**config.mk**
```make
export PLATFORM = sky130hd
export DESIGN_NAME = hex_display_scheduler
export DESIGN_NICKNAME = d
export VERILOG_FILES = /design/src/rtl/hex_display_scheduler.sv
export SDC_FILE = /design/constraint.sdc
export NUM_CORES = 1
export LEC_CHECK = 0
export ABC_AREA = 1
export CORE_ASPECT_RATIO = 0.9
export CORE_MARGIN = 1.5
export CORE_UTILIZATION = 40
export CTS_BUF_LIST = sky130_fd_sc_hd__clkbuf_2 sky130_fd_sc_hd__clkbuf_4 sky130_fd_sc_hd__clkbuf_8
export CTS_CLUSTER_SIZE = 25
export DETAILED_ROUTE_END_ITERATION = 10
export GPL_TIMING_DRIVEN = 0
export PLACE_DENSITY = 0.76
export SLEW_MARGIN = 40
export SYNTH_ARGS = -nofsm -noshare
export SYNTH_HDL_FRONTEND = slang
export SYNTH_SLANG_ARGS = --single-unit
export TNS_END_PERCENT = 10
```
**constraint.sdc**
```tcl
create_clock -name clk -period 2.2 [get_ports clk]
set_input_delay 0.66 -clock clk [delete_from_list [all_inputs] [get_ports clk]]
set_output_delay 0.66 -clock clk [all_outputs]
set_load 0.01 [all_outputs]
```
**src/rtl/hex_display_scheduler.sv**
```systemverilog
// Four-digit multiplexed hex display with a two-port write arbiter.
// Written values are double-buffered and swapped in only at frame boundaries.
module hex_display_scheduler #(
    parameter int unsigned SCAN_DIV  = 65536,
    parameter int unsigned BLANK_CYC = 256
) (
    input  logic        clk,
    input  logic        rst,
    input  logic        req0,
    input  logic        req1,
    input  logic [15:0] val0,
    input  logic [15:0] val1,
    output logic        gnt0,
    output logic        gnt1,
    input  logic        blank_en,
    output logic [3:0]  an,
    output logic [7:0]  seg,
    output logic        frame_tick
);

    localparam int CW = $clog2(SCAN_DIV);
    localparam logic [CW-1:0] LAST    = CW'(SCAN_DIV - 1);
    localparam logic [CW-1:0] BL_LAST = CW'(BLANK_CYC - 1);

    typedef enum logic {BLANK, SHOW} state_t;

    state_t      state_q, state_d;
    logic [CW-1:0] count_q, count_d;
    logic [1:0]  digit_q, digit_d;
    logic [15:0] disp_q, disp_d;
    logic [15:0] shadow_q, shadow_d;
    logic        pending_q, pending_d;
    logic        rr_q, rr_d;
    logic        frame_tick_q, frame_tick_d;
    logic [3:0]  an_q, an_d;
    logic [7:0]  seg_q, seg_d;
    logic        g0, g1;
    logic        slot_end, commit;
    logic [3:0]  nib;

    function automatic logic [7:0] hex7(input logic [3:0] n);
        logic [7:0] c;
        unique case (n)
            4'h0: c = 8'h03;
            4'h1: c = 8'h9F;
            4'h2: c = 8'h25;
            4'h3: c = 8'h0D;
            4'h4: c = 8'h99;
            4'h5: c = 8'h49;
            4'h6: c = 8'h41;
            4'h7: c = 8'h1F;
            4'h8: c = 8'h01;
            4'h9: c = 8'h09;
            4'hA: c = 8'h11;
            4'hB: c = 8'hC1;
            4'hC: c = 8'h63;
            4'hD: c = 8'h85;
            4'hE: c = 8'h61;
            default: c = 8'h71;
        endcase
        return c;
    endfunction

    assign slot_end = (count_q == LAST);
    assign commit   = slot_end && (digit_q == 2'd3);

    // Ties go to rr; any grant hands priority to the other side.
    always_comb begin
        g0 = 1'b0;
        g1 = 1'b0;
        if (!pending_q) begin
            if (req0 && req1) begin
                g0 = !rr_q;
                g1 = rr_q;
            end else begin
                g0 = req0;
                g1 = req1;
            end
        end
    end

    assign gnt0 = g0 && !rst;
    assign gnt1 = g1 && !rst;

    always_comb begin
        unique case (digit_q)
            2'd0: nib = disp_q[15:12];
            2'd1: nib = disp_q[11:8];
            2'd2: nib = disp_q[7:4];
            default: nib = disp_q[3:0];
        endcase
    end

    always_comb begin
        count_d      = slot_end ? '0 : count_q + 1'b1;
        digit_d      = slot_end ? digit_q + 2'd1 : digit_q;
        state_d      = state_q;
        if (slot_end)
            state_d = BLANK;
        else if (count_q == BL_LAST)
            state_d = SHOW;
        disp_d       = disp_q;
        shadow_d     = shadow_q;
        pending_d    = pending_q;
        rr_d         = rr_q;
        frame_tick_d = commit;
        if (commit && pending_q) begin
            disp_d    = shadow_q;
            pending_d = 1'b0;
        end
        if (g0 || g1) begin
            shadow_d  = g0 ? val0 : val1;
            pending_d = 1'b1;
            rr_d      = g0;
        end
        an_d  = 4'b1111;
        seg_d = 8'hFF;
        if (state_q == SHOW && !blank_en) begin
            an_d  = ~(4'b1000 >> digit_q);
            seg_d = hex7(nib);
        end
    end

    always_ff @(posedge clk or posedge rst) begin
        if (rst) begin
            state_q      <= BLANK;
            count_q      <= '0;
            digit_q      <= 2'd0;
            disp_q       <= 16'h0000;
            shadow_q     <= 16'h0000;
            pending_q    <= 1'b0;
            rr_q         <= 1'b0;
            frame_tick_q <= 1'b0;
            an_q         <= 4'b1111;
            seg_q        <= 8'hFF;
        end else begin
            state_q      <= state_d;
            count_q      <= count_d;
            digit_q      <= digit_d;
            disp_q       <= disp_d;
            shadow_q     <= shadow_d;
            pending_q    <= pending_d;
            rr_q         <= rr_d;
            frame_tick_q <= frame_tick_d;
            an_q         <= an_d;
            seg_q        <= seg_d;
        end
    end

    assign an         = an_q;
    assign seg        = seg_q;
    assign frame_tick = frame_tick_q;

endmodule

```
* After elaboration in Yosys (flattened, before gate mapping) *
Memory sizes are Yosys's and may differ from the RTL's.
Index checks and enable logic that the tools add are counted.

operators by class
  shift operators = 1
  equality and inequality tests = 5
  bitwise operators = 1
  reductions and logical operators = 13
  add/sub/neg operators = 2
  muxes and demuxes = 13

operators by type and width
  cell                     count
  $mux W16                 2
  $add A16 B1 Y16 const B  1
  $eq A16 B16 Y1 const B   1
  $eq A16 B8 Y1 const B    1
  $pmux W4 S3              1
  $mux W1                  8
  $mux W8                  1
  $logic_and A1 B1 Y1      6
  $eq A2 B2 Y1 const B     2
  $mux W4                  1
  $not A4 Y4               1
  $reduce_bool A2 Y1       2
  $shr A4 B2 Y4 const A    1
  $logic_not A1 Y1         3
  $add A2 B1 Y2 const B    1
  $eq A2 B1 Y1 const B     1
  $logic_not A2 Y1         1
  $logic_or A1 B1 Y1       1

storage, ports and cells
  register bits = 66
  logic and storage cells = 46
  bits of input ports = 37
  ROM bits = 112
  memories kept = 1
  output and inout bits = 15

memory list
  memory            words  width  rd ports  clocked after Yosys merged registers in  write ports  RTL line  RTL
  (name not given)  16     7      1         0                                        0            43        unique case (n)

* Depth between registers and ports, before layout *
  depth after elaboration = 5
  depth in mapped cells = 11
  depth with buffers taken out = 11

* Least setup slack after synthesis *
OpenSTA, ideal clock, no wires.

  kind = flip-flop to flip-flop
  from = register digit_q[0]
  to = register seg_q[7], in the netlist seg[7]
  arrival = 1944 ps
  period minus slack after synthesis = 2038 ps
  stages on the path, launching flop included = 12
  slack = 162 ps
  cells stage by stage = dfrtp_1 -> inv_1 -> ha_1 -> nand2_1 -> nand2_1 -> o21ai_0 -> inv_1 -> ha_1 -> inv_1 -> nand3_1 -> nand3_1 -> nand3_1

between the ends
  cells in the longest elaborated chain, start to end = 4
  elaborated cells on any way between the ends = 6
  those cells by class = eq/ne (2); mux (2); reduce/logical (1); memory (1)

RTL lines
  element                                     RTL line  RTL
  from (decl)                                 29        logic [1:0] digit_q, digit_d;
  from (signal assigned)                      139       digit_q <= digit_d;
  $eq A2 B2 Y1, or another cell as far along  86        unique case (digit_q)
  $pmux W4 S3 (*)                             86
  $mem_v2 Z16 W7 (*)                          --
  $mux W8 (*)                                 118       if (state_q == SHOW && !blank_en) begin
  via seg_d[7]                                36        logic [7:0] seg_q, seg_d;
  to (signal assigned)                        146       seg_q <= seg_d;
  to (decl)                                   36

Mark *: on every way through the listed nets, which the timed path passes. The rest lies on a longest branch.
A chain may end at the register's enable or synchronous reset.

* Worst setup path after layout *
  from = input req1
  to = output gnt0

between the ends
  cells in the longest elaborated chain, start to end = 4

RTL lines
  element              RTL line  RTL
  from (decl)          10        input logic req1,
  $logic_and A1 B1 Y1  72        if (req0 && req1) begin
  $mux W1              72
  $mux W1              71        if (!pending_q) begin
  $logic_and A1 B1 Y1  82        assign gnt0 = g0 && !rst;
  to (decl)            13        output logic gnt0,

Every way passes these cells.

==> reports/qor.yml <==
worst_setup_path:
  reg2reg_from: "digit_q[0]$_DFFE_PP0N_"
  arrival_ns: 1.49
  rrSetupSlack_ns: 0.19
  start_kind: "primary input"
  rr_worst_depth: 11
  end_kind: "output port"
  reg2reg_to: "seg[4]$_DFF_PP1_"
  path_class: "in2out"
  crit_fanout: 7
  crit_required_ns: 1.54
clocking:
  clock_path_buffers: 2
  clk_transition_reported_paths_ns: 0.07
  cts_tree: "built"
  cts_sinks: 65
  clockRootBuffer: "clkbuf_8"
  hold_buffers: 0
  ctsHtreeMaxLevel: 3
  clkLatencyLatePin_ns: 0.34
  cts_buffers: 9
sta:
  drv_slew: 0
  hold_viol_final: 0
  tightest_slew_ns: 0.5105
  slew_headroom: 0.6584
  post-route-period-util: 0.9772
  holdWs_ns: 0.4781
  clock_skew_ns: 0.01001
  setup_viol: 0
  rsz0062_at_grt: "no"
  min_period_ns: 2.150
  clock.fmax_ghz: 0.4652
detailed_routing:
  postRouteAntennaNets: 0
  vias: 2719
  drt-wirelength-per-cell_um: 11.85
  detail_route.first_pass.iterations: 5
  drc: 0
  drtIter0Drc: 113
  viasPerCell: 4.829
  drt-total-wl_um: 6673
placed_design:
  dpl.cell_count: 546
  io_buffers: 50
  dp_hpwl_um: 5088
  gp_congestion: 0.8899
floorplanning:
  ios: 52
  fp.dieH_um: 90.17
  rows: 31
  dieArea_mm2: 0.009004
  start_util: 0.4166
  fp.dieW_um: 99.86
  core_area_mm2: 0.008107
final_layout:
  area_growth_pct: 27.90
  seq_area_mm2: 0.001640
  layout.cells.non_filler: 563
  num_antenna_cells: 0
  final_common_cell: "nand2_1"
  num-nets-final: 508
  nFillCells: 762
  final_cell_mix: "98 x nand2_1, 54 x dfrtp_1, 52 x inv_1"
  drive_above_1_share: 0.1724
  utilization: 0.5328
  multi_input_area_mm2: 0.001491
grt:
  antenna_found_initial: 0
  grt_pass1_wl_um: 12120
  grt.overflow.total: 0
  grt_pass1_vias: 2690
  grt_max_degree: 25
  grt_usage: 0.1669
synthesis:
  ys.warnings.count: 0
  syn_avg_cell_area_um2: 8.549
  yosys-top-cells-area: "dfrtp_1 40%, nand2_1 11%, dfstp_2 8.6%"
  ys_async_sr_fraction: 1.000
  synth.distinct_cells: 35
  ys_seq_area_frac: 0.4857
  synth_flop_cell: "dfrtp_1"
  synth_edf_count: 0
  ys_seq_elements: 65
  synthCells: 395
  synth_top_area_share: 0.4001
  synth_area_leader_cell: "dfrtp_1"
  syn-num-nets: 444
  synth_area_mm2: 0.003377
power:
  power_density_mw_per_mm2: 638.7
  power.static_leakage_nw: 2.091
  ir_drop_v: 0.0003150
min_path:
  whs_path_depth: 2
  min-delay-start: "disp_q[0]$_DFFE_PP0P_"
  whs_endpoint: "disp_q[0]$_DFFE_PP0P_"
  hold_class: "reg2reg"
run_status:
  status: "finished clean"
flow_run:
  max_cap_violations: 0
## layer usage
layer / share of wire / global-route usage / vias up
met5: 0 / 0 / -
met4: 0.0094 / 0.05751 / 0
met3: 0.070 / 0.04199 / 5
met2: 0.44 / 0.2551 / 108
met1: 0.48 / 0.2301 / 1230
li1: - / - / 1376
## cells in the mapped netlist, types with 2 or more instances
library cell  instances
nand2_1              99
dfrtp_1              54
inv_1                54
nor2_1               32
nand3_1              24
o21ai_0              22
o211ai_1             16
o21ai_2              16
ha_1                 12
dfstp_2              11
nand2_2               7
xor2_1                7
buf_2                 4
clkbuf_1              4
xnor2_1               4
buf_6                 3
nor2_2                3
nor3_1                3
nand4_1               2
nor4_1                2
o22ai_1               2
## flip-flops by register name, indices dropped and copies added (netlist names)
register,cells
an,4
count_q,16
digit_q,2
disp_q,16
frame_tick,1
pending_q,1
rr_q,1
seg,7
shadow_q,16
state_q,1
## report_power, final
part / total [mW] / switching, mW / internal (mW)
clock network: 1.11 / 0.478 / 0.637
logic: 0.309 / 0.184 / 0.126
registers: 1.33 / 0.0327 / 1.30
total: 2.76 / 0.694 / 2.06
## critical path: stages
cell	delay, ns
dlygate4sd2_1	0.26
nand2_2	0.09
nand3_4	0.10
clkbuf_8	0.16
nor2_1	0.07
buf_2	0.13
## stage by stage
step	power (mW)	setup slack [ns]	cell area [um2]	TNS (ns)
2_1_floorplan	1.521	0.1616	3381	0
5_1_grt	2.911	0.005329	4319	0
3_5_place_dp	1.662	-0.7552	4053	-2.499
6_report	2.759	0.05023	4319	0
4_1_cts	2.786	0.05528	4305	0
3_3_place_gp	1.634	-0.7512	4005	-2.369
## area by class of cell
cell class | instances | share of cell area
inverter | 55 | 0.04867
clock inverter | 7 | 0.02202
multi-input combinational | 263 | 0.3453
tap | 99 | 0.02868
clock buffer | 9 | 0.02868
timing repair buffer | 53 | 0.1269
buffer | 12 | 0.01999
sequential | 65 | 0.3798
## worst max path at each step
stage	startpoint	slack (ns)	cells past startpoint	end
2_1_floorplan	digit_q[0]$_DFFE_PP0N_	0.16	11	seg[7]$_DFF_PP1_
3_3_place_gp	req0	-0.75	5	gnt0
3_5_place_dp	req0	-0.76	5	gnt0
4_1_cts	pending_q$_DFFE_PP0P_	0.06	4	gnt1
5_1_grt	req1	0.005	6	gnt0
6_report	req1	0.05	6	gnt0
## cell families (layout without fill, tap and decap cells)
| group | after synthesis | after routing | synth area share |
|---|---|---|---|
| simple gates | 180 | 180 | 0.2371 |
| fa+ha+maj | 12 | 12 | 0.04446 |
| other cells | 1 | 1 | 0.001110 |
| buf+inv | 67 | 136 | 0.08373 |
| xor+xnor | 11 | 11 | 0.02853 |
| compound gates | 59 | 59 | 0.1193 |
| flops | 65 | 65 | 0.4857 |
## timing repair
action,in CTS,in global routing
setup endpoints to repair,9,6
setup buffers,1,0
gates resized for setup,19,3
pin swaps,1,0
(Power assumes the default switching activity.)
